[config.mk]
export PLATFORM = sky130hd
export DESIGN_NAME = l1_memory_port_arbiter
export DESIGN_NICKNAME = d
export VERILOG_FILES = /design/src/rtl/l1_memory_port_arbiter.sv
export SDC_FILE = /design/constraint.sdc
export NUM_CORES = 1
export LEC_CHECK = 0
export ABC_AREA = 1
export BUFFER_PORTS_ARGS = -buffer_cell sky130_fd_sc_hd__buf_4
export CORE_AREA = 2 2 138 140
export CTS_CLUSTER_DIAMETER = 150
export DETAILED_ROUTE_END_ITERATION = 12
export DIE_AREA = 0 0 140 142
export GPL_ROUTABILITY_DRIVEN = 0
export SLEW_MARGIN = 40
export SYNTH_ARGS = -nofsm -noshare
export SYNTH_HDL_FRONTEND = slang
export SYNTH_SLANG_ARGS = --single-unit
[constraint.sdc]
create_clock -name iCLOCK -period 2 [get_ports iCLOCK]
set_input_delay 0.2 -clock iCLOCK [delete_from_list [all_inputs] [get_ports iCLOCK]]
set_output_delay 0.2 -clock iCLOCK [all_outputs]
set_load 0.005 [all_outputs]
[src/rtl/l1_memory_port_arbiter.sv]
// Two-port (instruction/data) arbiter in front of a single L1 memory port.
// One burst owns the memory at a time; beats and responses pass through unbuffered.
module l1_memory_port_arbiter #(
    parameter int unsigned P_FIRST_PRIORITY = 0
) (
    input  logic        iCLOCK,
    input  logic        iRESET_SYNC,
    // port 0: instruction side
    input  logic        iP0_REQ,
    output logic        oP0_LOCK,
    input  logic [2:0]  iP0_LEN,
    input  logic [1:0]  iP0_ORDER,
    input  logic [3:0]  iP0_MASK,
    input  logic        iP0_RW,
    input  logic [31:0] iP0_ADDR,
    input  logic [31:0] iP0_DATA,
    output logic        oP0_VALID,
    // port 1: data side
    input  logic        iP1_REQ,
    output logic        oP1_LOCK,
    input  logic [2:0]  iP1_LEN,
    input  logic [1:0]  iP1_ORDER,
    input  logic [3:0]  iP1_MASK,
    input  logic        iP1_RW,
    input  logic [31:0] iP1_ADDR,
    input  logic [31:0] iP1_DATA,
    output logic        oP1_VALID,
    output logic [63:0] oP_DATA,
    // memory side
    output logic        oMEM_REQ,
    output logic [1:0]  oMEM_ORDER,
    output logic [3:0]  oMEM_MASK,
    output logic        oMEM_RW,
    output logic [31:0] oMEM_ADDR,
    output logic [31:0] oMEM_DATA,
    input  logic        iMEM_LOCK,
    input  logic        iMEM_VALID,
    input  logic [63:0] iMEM_DATA,
    output logic        oERR_STRAY
);

    typedef enum logic [1:0] {S_IDLE, S_ISSUE, S_DRAIN} state_t;

    localparam logic LAST_RESET = (P_FIRST_PRIORITY == 0) ? 1'b1 : 1'b0;

    state_t      state_q, state_d;
    logic        owner_q, owner_d;
    logic        last_q, last_d;
    logic [2:0]  len_q, len_d;
    logic [3:0]  iss_cnt_q, iss_cnt_d;
    logic [3:0]  rsp_cnt_q, rsp_cnt_d;
    logic        err_q, err_d;

    logic        grant;
    logic        own_req;
    logic        beat_acc;
    logic [3:0]  total;

    // On a tie the port that did not win last time gets the grant.
    assign grant    = (iP0_REQ && iP1_REQ) ? ~last_q : iP1_REQ;
    assign own_req  = owner_q ? iP1_REQ : iP0_REQ;
    assign beat_acc = (state_q == S_ISSUE) && own_req && !iMEM_LOCK;
    assign total    = {1'b0, len_q} + 4'd1;

    always_ff @(posedge iCLOCK) begin
        if (iRESET_SYNC) begin
            state_q   <= S_IDLE;
            owner_q   <= 1'b0;
            last_q    <= LAST_RESET;
            len_q     <= 3'd0;
            iss_cnt_q <= 4'd0;
            rsp_cnt_q <= 4'd0;
            err_q     <= 1'b0;
        end else begin
            state_q   <= state_d;
            owner_q   <= owner_d;
            last_q    <= last_d;
            len_q     <= len_d;
            iss_cnt_q <= iss_cnt_d;
            rsp_cnt_q <= rsp_cnt_d;
            err_q     <= err_d;
        end
    end

    always_comb begin
        state_d   = state_q;
        owner_d   = owner_q;
        last_d    = last_q;
        len_d     = len_q;
        iss_cnt_d = iss_cnt_q;
        rsp_cnt_d = rsp_cnt_q;
        err_d     = err_q;
        case (state_q)
            S_IDLE: begin
                if (iMEM_VALID) err_d = 1'b1;
                if (iP0_REQ || iP1_REQ) begin
                    state_d   = S_ISSUE;
                    owner_d   = grant;
                    last_d    = grant;
                    len_d     = grant ? iP1_LEN : iP0_LEN;
                    iss_cnt_d = 4'd0;
                    rsp_cnt_d = 4'd0;
                end
            end
            S_ISSUE: begin
                if (beat_acc)   iss_cnt_d = iss_cnt_q + 4'd1;
                if (iMEM_VALID) rsp_cnt_d = rsp_cnt_q + 4'd1;
                // Last response may land with the last beat: skip DRAIN then.
                if (beat_acc && (iss_cnt_d == total))
                    state_d = (rsp_cnt_d == total) ? S_IDLE : S_DRAIN;
            end
            S_DRAIN: begin
                if (iMEM_VALID) rsp_cnt_d = rsp_cnt_q + 4'd1;
                if (rsp_cnt_d == total) state_d = S_IDLE;
            end
            default: state_d = S_IDLE;
        endcase
    end

    always_comb begin
        oP0_LOCK  = 1'b1;
        oP1_LOCK  = 1'b1;
        oP0_VALID = 1'b0;
        oP1_VALID = 1'b0;
        oMEM_REQ  = 1'b0;
        if (state_q == S_ISSUE) begin
            oMEM_REQ = own_req;
            if (owner_q) oP1_LOCK = iMEM_LOCK;
            else         oP0_LOCK = iMEM_LOCK;
        end
        if ((state_q != S_IDLE) && iMEM_VALID) begin
            if (owner_q) oP1_VALID = 1'b1;
            else         oP0_VALID = 1'b1;
        end
    end

    assign oMEM_ORDER = owner_q ? iP1_ORDER : iP0_ORDER;
    assign oMEM_MASK  = owner_q ? iP1_MASK  : iP0_MASK;
    assign oMEM_RW    = owner_q ? iP1_RW    : iP0_RW;
    assign oMEM_ADDR  = owner_q ? iP1_ADDR  : iP0_ADDR;
    assign oMEM_DATA  = owner_q ? iP1_DATA  : iP0_DATA;
    assign oP_DATA    = iMEM_DATA;
    assign oERR_STRAY = err_q;

endmodule

After elaboration in Yosys (flattened, before gate mapping):

Cells that the tools add are included.

* register bits: 16
* bits of input ports: 218

* add/subtract/negate cells: 3
* eq/ne operators: 8
* multiplexer cells: 30
* bitwise operators: 1
* reductions and logical operators: 16

Operators with widths (count)
* two-way mux 32 bit: 2
* two-way mux 4 bit: 7
* equality test 4 bit: 3
* two-way mux 1 bit: 12
* one-hot mux 4 bit (3 select lines): 1
* two-way mux 2 bit: 5
* adder 4 x 1 -> 4 bit (second input constant): 2
* one-hot mux 4 bit (2 select lines): 1
* AND reduction 2 bit: 4
* inequality test 2 bit (second input constant): 3
* one-hot mux 2 bit (3 select lines): 1
* logical AND 1 bit: 5
* adder 3 x 1 -> 4 bit (second input constant): 1
* nonzero test 2 bit: 2
* two-way mux 3 bit: 1
* AND reduction 3 bit: 1
* nonzero test 3 bit: 1
* equality test 2 x 1 -> 1 bit (second input constant): 1
* equality test 2 bit (second input constant): 1
* logical NOT 2 bit: 1
* logical NOT 1 bit: 1
* logical OR 1 bit: 1
* inverter 1 bit: 1

Depth between registers and ports, before layout:

Gate-level depths: netlist (run 1).

* depth in word-level cells: 9
* depth in mapped cells: 15
* mapped depth without buffers: 15

Least setup slack after synthesis (run 1):

OpenSTA, ideal clock, no wires.

* kind: register -> register
* from: register state_q[1]
* to: register state_q[1]
* arrival time: 1.511 ns
* required time: 1.885 ns
* path slack: 0.374 ns
* cell stages (with the launch flop): 15
* buffers on the path: 0
* clock period less this slack: 1.626 ns
* cells stage by stage: dfxtp_1 -> inv_1 -> ha_1 -> nand3_2 -> nand2_4 -> nand2_2 -> nand2_1 -> nand2_1 -> nor2_1 -> nor2_1 -> nand3_2 -> nand2_2 -> nand3_1 -> nand2_1 -> nor2_1

* word-level cells in the longest chain between the ends: 9
* elaborated cells between the ends (all ways): 14
* those cells by class: eq/ne (6); mux (3); reduce/logical (5)

Ends and longest elaborated chain
* start, declared: RTL line 46 `state_t state_q, state_d;`
* start signal, assigned: RTL line 75 `state_q <= state_d;`
* equality test 2 x 1 -> 1 bit: RTL line 62, 93
* logical AND 1 bit (2 in a row): RTL line 62 `assign beat_acc = (state_q == S_ISSUE) && own_req && !iMEM_LOCK;`
* two-way mux 4 bit: RTL line 106 `if (beat_acc) iss_cnt_d = iss_cnt_q + 4'd1;`
* two-way mux 4 bit: RTL line 93 `case (state_q)`
* equality test 4 bit: RTL line 109 `if (beat_acc && (iss_cnt_d == total))`
* logical AND 1 bit: RTL line 109
* inequality test 2 bit (no source line)
* AND reduction 3 bit (no source line)

Several ways; a longest one is shown, not always the timed one. The select of a mux whose other input is x is not followed.
A chain may end at the register's enable or synchronous reset.

Final worst setup path (run 1):

* from: register state_q[0]
* to: register rsp_cnt_q[0]

* word-level cells in the longest chain between the ends: 3
* elaborated cells between the ends (all ways): 7
* those cells by class: eq/ne (3); mux (1); reduce/logical (3)

Ends and longest elaborated chain
* equality test 2 x 1 -> 1 bit, or another cell as far along: RTL line 93
* nonzero test 3 bit (no source line) or inequality test 2 bit (tied branches)
* AND reduction 2 bit (no source line)
* end signal, assigned: RTL line 80 `rsp_cnt_q <= rsp_cnt_d;`
* end, declared: RTL line 51 `logic [3:0] rsp_cnt_q, rsp_cnt_d;`

Several ways; a longest one is shown, not always the timed one.

==> results of run 1 <==
## cells in the final DEF, fill, tap and decap left out, drive strengths merged
master    n
buf     235
a31oi     3
or2       1
dfxtp    16
nand3    21
a22oi     1
o21ai     4
nor3      3
ha        7
nand2   268
nand4     2
nand3b    1
o211ai    1
a21oi    15
xnor2     4
clkbuf    4
nor2     11
xor2      1
inv      26
## worst reg2reg max path, stage by stage (launching register included)
cell and delay (ns):
dfxtp_1 0.39, inv_1 0.08, ha_1 0.22, inv_2 0.08
nor3_1 0.08, or2_2 0.33, nor2_1 0.26, nand3_1 0.11
a21oi_1 0.13
## sequential cells by signal, summed over array words and instances, names as in the netlist
name        cells
iss_cnt_q       4
last_q          1
len_q           3
oERR_STRAY      1
owner_q         1
rsp_cnt_q       4
state_q         2
## layer usage
layer | routed length [um] | up-vias | global-route usage
met5 | 0 | - | 0
met3 | 1160 | 5 | 0.0424
li1 | - | 1672 | -
met1 | 4380 | 1330 | 0.120
met4 | 36 | 0 | 0.0106
met2 | 5070 | 187 | 0.162
## per-stage QoR
stage | total power [mW] | cells | instance area (um2) | setup slack (ns)
2_1_floorplan | 1.50 | 467 | 2460 | 0.374
5_1_grt | 3.19 | 858 | 4080 | 0.0305
4_1_cts | 2.96 | 858 | 4080 | 0.149
3_3_place_gp | 2.49 | 854 | 3990 | 0.245
6_report | 2.91 | 858 | 4080 | 0.238
3_5_place_dp | 2.50 | 854 | 3990 | 0.159
## final timing paths
| path | startpoint | endpoint | cells past startpoint |
|---|---|---|---|
| worst max-delay path | state_q[0]$_SDFFE_PP0P_ | rsp_cnt_q[0]$_SDFFE_PP0P_ | 8 |
| worst min-delay path | iP1_LEN[1] | len_q[1]$_SDFFE_PP0P_ | 3 |
| worst max register to register | state_q[0]$_SDFFE_PP0P_ | rsp_cnt_q[0]$_SDFFE_PP0P_ | 8 |
| worst min register to register | last_q$_SDFFE_PP1P_ | last_q$_SDFFE_PP1P_ | 2 |
## final cells by class
type	count	share of cell area
inverter	26	0.0239
multi-input combinational	343	0.365
timing repair buffer	235	0.438
sequential	16	0.0788
clock buffer	4	0.0218
tap	234	0.0717
## kinds of logic (layout without fill, tap and decap cells)
kind of cell	after synthesis	after routing	synth area share
AO/OA/AOI/OAI	24	24	0.0524
XOR/XNOR	5	5	0.0178
adder cells (fa/ha/maj)	7	7	0.0356
buffers and inverters	108	265	0.264
flip-flops	16	16	0.130
AND/OR/NAND/NOR	307	307	0.500
## power by group
| group | switching (mW) | internal, mW |
|---|---|---|
| sequential | 0.0595 | 0.386 |
| clock | 0.142 | 0.305 |
| combinational | 1.05 | 0.974 |
==> qor.csv, run 1 <==
metric,value,unit
Placement Rows,50,
Critical Path Max Stage Delay,0.39,ns
drt total wl,10700,um
DRT Pass-1 Iters,9,
Synth area leader,nand2_1,
CTS H-tree depth,1,
# Post-CTS Setup Buffers,0,
status,"finished, violations left",
Clock transition at path regs,0.05,ns
All-Layer GR Usage,0.0969,
vias in the first global route,2886,
ys async rst share,0,
DRC,4,
Congestion Overflow GR,0,
worst path cell trace,inv_1 > ha_1 > inv_2 > nor3_1 > or2_2 > nor2_1 > nand3_1 > a21oi_1,
PD cells,714,nW/um2
CP Capture Type,flop,
Final Skew,0.00452,ns
hold_buf cts,0,
ant diodes,0,
Max Cap Violations,0,
failing checks,DRC,
via count,3194,
root buf cell,clkbuf_16,
Yosys cell types,25,
top-area cell type share of the netlist area,0.402,
TritonCTS sink count,16,
CP Buf/Inv Count,2,
Antenna Violating Nets Remaining,0,
post-synthesis sequential area ratio,0.130,
Final #Nets,850,
multi-input combinational cell area,1490,um2
Fmax achieved,0.568,GHz
final-report hold violation count,0,
dominant cells by area after synthesis,"nand2_1 (40%), buf_4 (20%), dfxtp_1 (13%), nand3_1 (3.7%), ha_1 (3.6%)",
Post-Syn Instances,467,
Initial Utilization,0.133,
dpl hpwl,9110,um
Critical-path top delay cell,dfxtp_1,
full die area,19900,um2
Max clock buf depth,2,
wire per inst,12.4,um
CORE AREA,18500,um2
Top Family by Delay on Critical Path,simple AND/OR/NAND/NOR gates,
share of layout cells above drive strength 1,0.409,
largest fanout on the critical path,5,
WP data arrival,1.95,ns
maximum vdd drop,300,uV
IO buf count,230,
largest net degree at the start of global routing,74,
die height,142,um
final setup vio count,0,
Worst R2R Setup Slack,0.24,ns
Post-Syn Area,2460,um2
Slew HR,0.686,
unrepaired setup endpoints after global routing,false,
Layout area overhead,66.0,%
via/cell ratio,3.72,
CP required,2.18,ns
Die X,140,um
Iteration-0 DRC Markers,100,
Post-synth EDFFs,0,
register area,322,um2
CTS Buf Count,3,
Top Ports,359,
Avg Inst Size Synth,5.26,um2
synthesized flop and latch total,16,
"Primary FF master, synth",dfxtp_1,
Setup CP Type,flop to flop,
final design utilization,0.221,
crit share post-route,0.881,
clk_lat worst skew,0.25,ns
initial antenna violation count,0,
"top cells by count, synth","nand2_1 (263), buf_4 (65), inv_1 (23)",
TritonCTS clock tree,done,
Slew Limit Fails,0,
Setup TNS Final,0,ns
YS warnings,0,
syn_nets,692,
Layout fillers,2124,
most common cell in the netlist,nand2_1,
Slew @ Worst Pin,0.471,ns
P_leak,2.29,nW
Post-CTS Resized,0,
startpoint type of the worst setup path,flop,
Tmin final,1.76,ns
first-pass GRT wire length,15500,um
Worst Hold Class,input pin to flop,
hold_ws,0.216,ns
(Power assumes the default switching activity.)
==> run 2: changes to the inputs <==
==> constraint.sdc (replaced) <==
create_clock -name iCLOCK -period 2 [get_ports iCLOCK]
set_input_delay 0.5 -clock iCLOCK [delete_from_list [all_inputs] [get_ports iCLOCK]]
set_output_delay 0.5 -clock iCLOCK [all_outputs]
set_load 0.005 [all_outputs]
==> run 2 against run 1 <==
The flow still finishes with violations (DRC). Total power increased by 1.9%. Flip-flop and latch count is the same. Sequential power grew 2%. Non-clock buffer count increased by 3. First-iteration DRC count up 33%. Global-route usage increased by 0.38 points. Critical endpoint is now oP1_VALID. Largest cell class unchanged. Highest routed layer unchanged.
==> qor.csv, run 2 (synthesis results as in run 1) <==
metric,value,unit,change
Die X,140,um,unchanged
dpl hpwl,9600,um,+5.4%
vias in the first global route,3012,,+4.4%
largest net degree at the start of global routing,53,,-28%
unrepaired setup endpoints after global routing,true,,
DRC,4,,unchanged
DRT Pass-1 Iters,8,,-1
Layout fillers,2107,,-0.80%
Slew Limit Fails,0,,unchanged
Clock transition at path regs,0.06,ns,about the same
CP Capture Type,output pin,,
IO buf count,230,,unchanged
Congestion Overflow GR,0,,unchanged
share of layout cells above drive strength 1,0.413,,+0.00442
startpoint type of the worst setup path,flop,,
crit share post-route,0.972,,+0.0908
first-pass GRT wire length,16000,um,+3.3%
root buf cell,clkbuf_16,,
Max Cap Violations,0,,unchanged
total power,2.97,mW,+1.9%
ant diodes,0,,unchanged
"most common cell after layout, fill and taps aside",nand2_1,,
All-Layer GR Usage,0.101,,+0.00385
CORE AREA,18500,um2,unchanged
Antenna Violating Nets Remaining,0,,unchanged
CTS Buf Count,3,,unchanged
Worst Hold Class,flop to flop,,
Max clock buf depth,2,,unchanged
Initial Utilization,0.133,,unchanged
drt total wl,11100,um,+4.1%
via/cell ratio,3.79,,+1.8%
largest fanout on the critical path,4,,-1
placed cell count,857,,+0.35%
Top Registers,"iss_cnt_q (4), rsp_cnt_q (4), len_q (3)",,
TritonCTS clock tree,done,,
TritonCTS sink count,16,,unchanged
status,"finished, violations left",,
Fmax achieved,0.515,GHz,-9.3%
Final Skew,0.00409,ns,-0.000436 ns
WP data arrival,1.44,ns,-0.51 ns
CP required,1.50,ns,-0.68 ns
Layout area overhead,67.0,%,
Setup CP Type,flop to output pin,,
PD cells,724,nW/um2,+1.3%
Final #Nets,853,,+0.35%
Slew HR,0.707,,+0.0211
Slew @ Worst Pin,0.439,ns,-0.0316 ns
Iteration-0 DRC Markers,133,,+33%
"commonest cells after routing, fill and taps aside","nand2_1 (263), buf_4 (236), inv_1 (22)",,
P_leak,2.31,nW,+0.64%
filler-free cell count of the finished design,861,,+0.35%
die height,142,um,unchanged
Placement Rows,50,,unchanged
maximum vdd drop,222,uV,-26%
Top Ports,359,,unchanged
wire per inst,12.9,um,+3.7%
full die area,19900,um2,unchanged
via count,3263,,+2.2%
final setup vio count,0,,unchanged
clk_lat worst skew,0.25,ns,about the same
initial antenna violation count,0,,unchanged
# Post-CTS Setup Buffers,0,,unchanged
CTS H-tree depth,1,,unchanged
Tmin final,1.94,ns,+0.182 ns
failing checks,DRC,,
final-report hold violation count,0,,unchanged
==> run 2: power by group <==
| group | leakage [nW] | switching, mW | internal, mW |
|---|---|---|---|
| Clock | 0.0442 | 0.144 | 0.305 |
| Combinational | 2.13 | 1.07 | 0.999 |
| Sequential | 0.132 | 0.0673 | 0.387 |
| Total | 2.31 | 1.28 | 1.69 |
==> run 2: final timing paths <==
path         slack (ns)  depth (start not counted)                      end                     from
max                0.06                          4                oP1_VALID  state_q[0]$_SDFFE_PP0P_
min reg2reg        0.48                          2      last_q$_SDFFE_PP1P_      last_q$_SDFFE_PP1P_
min                0.48                          2      last_q$_SDFFE_PP1P_      last_q$_SDFFE_PP1P_
max reg2reg        0.17                         13  state_q[1]$_SDFFE_PP0P_  state_q[1]$_SDFFE_PP0P_
==> run 2: repair_timing <==
action                     CTS  global route
setup endpoints to repair    0             4
resized for setup            0             2
hold buffers                 0             0
==> run 2: per-layer routing <==
| layer | vias to the layer above | global-route usage | routed length, um |
|---|---|---|---|
| met5 | - | 0 | 0 |
| met4 | 0 | 0.0101 | 42 |
| met3 | 4 | 0.0448 | 1300 |
| met2 | 212 | 0.173 | 5320 |
| met1 | 1367 | 0.121 | 4430 |
| li1 | 1680 | - | - |
==> run 2: worst max-delay path: stages, from the launching register on <==
cell and delay [ns]:
dfxtp_1 0.39, inv_1 0.09, ha_1 0.27, nor3_1 0.28
buf_4 0.17
==> run 2: through the flow <==
step / hold WS, ns / instance area, um2 / utilization / worst slack, ns / TNS, ns
floorplan: 0.429 / 2460 / - / 0.364 / 0
global placement: 0.456 / 4010 / 0.217 / 0.199 / 0
detailed placement: 0.462 / 4010 / 0.217 / 0.105 / 0
CTS: 0.480 / 4100 / 0.222 / 0.0489 / 0
global route: 0.523 / 4110 / 0.222 / -0.00135 / -0.00135
finish: 0.480 / 4110 / 0.222 / 0.0565 / 0
==> run 2: area by class of cell <==
class | instances | area [um2] | area share
inverters | 26 | 97.6 | 0.0238
repair buffers | 238 | 1810 | 0.441
multi-input cells | 343 | 1490 | 0.363
clock buffers | 4 | 88.8 | 0.0216
well taps | 234 | 293 | 0.0713
flip-flops and latches | 16 | 323 | 0.0786
==> run 3: changes to the inputs <==
--- a/config.mk
+++ b/config.mk
@@ -7,10 +7,10 @@
 export LEC_CHECK = 0
 export ABC_AREA = 1
 export BUFFER_PORTS_ARGS = -buffer_cell sky130_fd_sc_hd__buf_4
-export CORE_AREA = 2 2 138 140
+export CORE_AREA = 2 2 141 143
 export CTS_CLUSTER_DIAMETER = 150
 export DETAILED_ROUTE_END_ITERATION = 12
-export DIE_AREA = 0 0 140 142
+export DIE_AREA = 0 0 143 145
 export GPL_ROUTABILITY_DRIVEN = 0
 export SLEW_MARGIN = 40
 export SYNTH_ARGS = -nofsm -noshare
==> run 3 against run 2 <==
The flow now finishes without violations. Setup slack improved by 0.050 ns. First-iteration DRC count down 16%. Flip-flop and latch count unchanged. Die area grew 4.3%. Critical path depth unchanged. Fmax up 2.7%. Count of clock-buffer cells in the layout stayed put. Combinational power is 2% higher. Worst hold slack lost 0.016 ns.
==> qor.csv, run 3 (synthesis results as in run 1) <==
metric,value,unit,change
Slew Limit Fails,0,,unchanged
IO buf count,230,,unchanged
Layout fillers,2255,,+7.0%
Final Skew,0.00264,ns,-0.00145 ns
initial antenna violation count,0,,unchanged
vias in the first global route,3129,,+3.9%
die height,145,um,+2.1%
dpl hpwl,10800,um,+13%
root buf cell,clkbuf_16,,
Max Cap Violations,0,,unchanged
via/cell ratio,3.62,,-4.5%
largest net degree at the start of global routing,40,,-25%
wire length on met2,5930,um,+12%
CORE AREA,19200,um2,+4.1%
max layer used,met4,,
CTS H-tree depth,1,,unchanged
WP data arrival,1.39,ns,-0.05 ns
DRC,0,,-4
CTS Buf Count,3,,unchanged
"most common cell after layout, fill and taps aside",nand2_1,,
Top Registers,"iss_cnt_q (4), rsp_cnt_q (4), len_q (3)",,
Clock transition at path regs,0.05,ns,about the same
unrepaired setup endpoints after global routing,false,,
full die area,20700,um2,+4.3%
Initial Utilization,0.128,,-0.00522
maximum vdd drop,402,uV,+81%
drt total wl,12200,um,+10%
final-report hold violation count,0,,unchanged
first-pass GRT wire length,18000,um,+12%
Slew @ Worst Pin,0.476,ns,+0.0371 ns
largest fanout on the critical path,5,,+1
Congestion Overflow GR,0,,unchanged
Worst Hold Class,flop to flop,,
final design utilization,0.216,,-0.00610
Die X,143,um,+2.1%
wire per inst,13.7,um,+6.4%
Slew HR,0.682,,-0.0247
crit share post-route,0.947,,-0.0252
TritonCTS sink count,16,,unchanged
TritonCTS clock tree,done,,
Critical Path Max Stage Delay,0.38,ns,about the same
"commonest cells after routing, fill and taps aside","nand2_1 (263), buf_4 (235), inv_1 (22)",,
filler-free cell count of the finished design,892,,+3.6%
CP Capture Type,output pin,,
share of layout cells above drive strength 1,0.411,,-0.00159
Setup CP Type,flop to output pin,,
Final WS setup,0.107,ns,+0.0503 ns
worst path cell trace,inv_1 > ha_1 > nor3_1 > buf_4,,
met3 wire length,1380,um,+6.2%
hold_buf cts,0,,unchanged
Tmin final,1.89,ns,-0.0503 ns
clk_lat worst skew,0.24,ns,about the same
Placement Rows,51,,+2.0%
WL met1,4890,um,+11%
ant diodes,0,,unchanged
Max clock buf depth,2,,unchanged
placed cell count,888,,+3.6%
Setup TNS Final,0,ns,unchanged
PD cells,717,nW/um2,-0.88%
All-Layer GR Usage,0.111,,+0.0107
Critical-path top delay cell,dfxtp_1,,
Final #Nets,853,,unchanged
hold_ws,0.463,ns,-0.0165 ns
DRT Pass-1 Iters,6,,-2
Layout area overhead,69.0,%,
Worst R2R Setup Slack,0.22,ns,+0.05 ns
P_leak,2.31,nW,+0.26%
startpoint type of the worst setup path,flop,,
status,finished clean,,
Top Ports,359,,unchanged
final setup vio count,0,,unchanged
Iteration-0 DRC Markers,112,,-16%
CP required,1.50,ns,about the same
via count,3228,,-1.1%
Antenna Violating Nets Remaining,0,,unchanged
post-place setup slack,0.137,ns,+0.0315 ns
Fmax achieved,0.528,GHz,+2.7%
-- run 3: worst paths after layout --
check / start / end / cells after the start
worst max register to register: state_q[1]$_SDFFE_PP0P_ / state_q[1]$_SDFFE_PP0P_ / 13
worst min-delay path: last_q$_SDFFE_PP1P_ / last_q$_SDFFE_PP1P_ / 2
worst max-delay path: state_q[0]$_SDFFE_PP0P_ / oP1_VALID / 4
worst min register to register: last_q$_SDFFE_PP1P_ / last_q$_SDFFE_PP1P_ / 2
-- run 3: layout make-up --
| class | count | area (um2) | area share |
|---|---|---|---|
| Multi-Input combinational cell | 343 | 1490 | 0.359 |
| Tap cell | 265 | 332 | 0.0798 |
| Clock buffer | 4 | 88.8 | 0.0214 |
| Inverter | 26 | 97.6 | 0.0235 |
| Sequential cell | 16 | 322 | 0.0774 |
| Timing Repair Buffer | 238 | 1820 | 0.439 |
-- run 3: layer usage --
metal / global-route usage / up-vias
met2: 0.191 / 184
met5: 0 / -
li1: - / 1679
met4: 0.00644 / 0
met1: 0.131 / 1363
met3: 0.0545 / 2
-- run 3: power by group --
part           switching [mW]  total (mW)  internal (mW)  leakage (nW)
sequential             0.0597       0.446          0.386         0.131
clock                   0.124       0.428          0.304        0.0442
combinational            1.10        2.11           1.01          2.14
-- run 3: worst max-delay path, delay by kind of cell, from the launching register on --
family        cells  cell delay, ns
simple gates      1            0.25
fa+ha+maj         1            0.27
flops             1            0.38
buf+inv           2            0.24
-- run 3: stage by stage --
step / cell area (um2) / power, mW
6_report: 4160 / 2.98
5_1_grt: 4160 / 3.24
4_1_cts: 4150 / 3.03
3_5_place_dp: 4060 / 2.59
3_3_place_gp: 4060 / 2.58
2_1_floorplan: 2460 / 1.50
-- run 3: repair_timing --
item	4_1_cts	5_1_grt
hold endpoints to repair	0	0
resized for setup	0	1
setup endpoints to repair	0	2
setup buffers	0	0
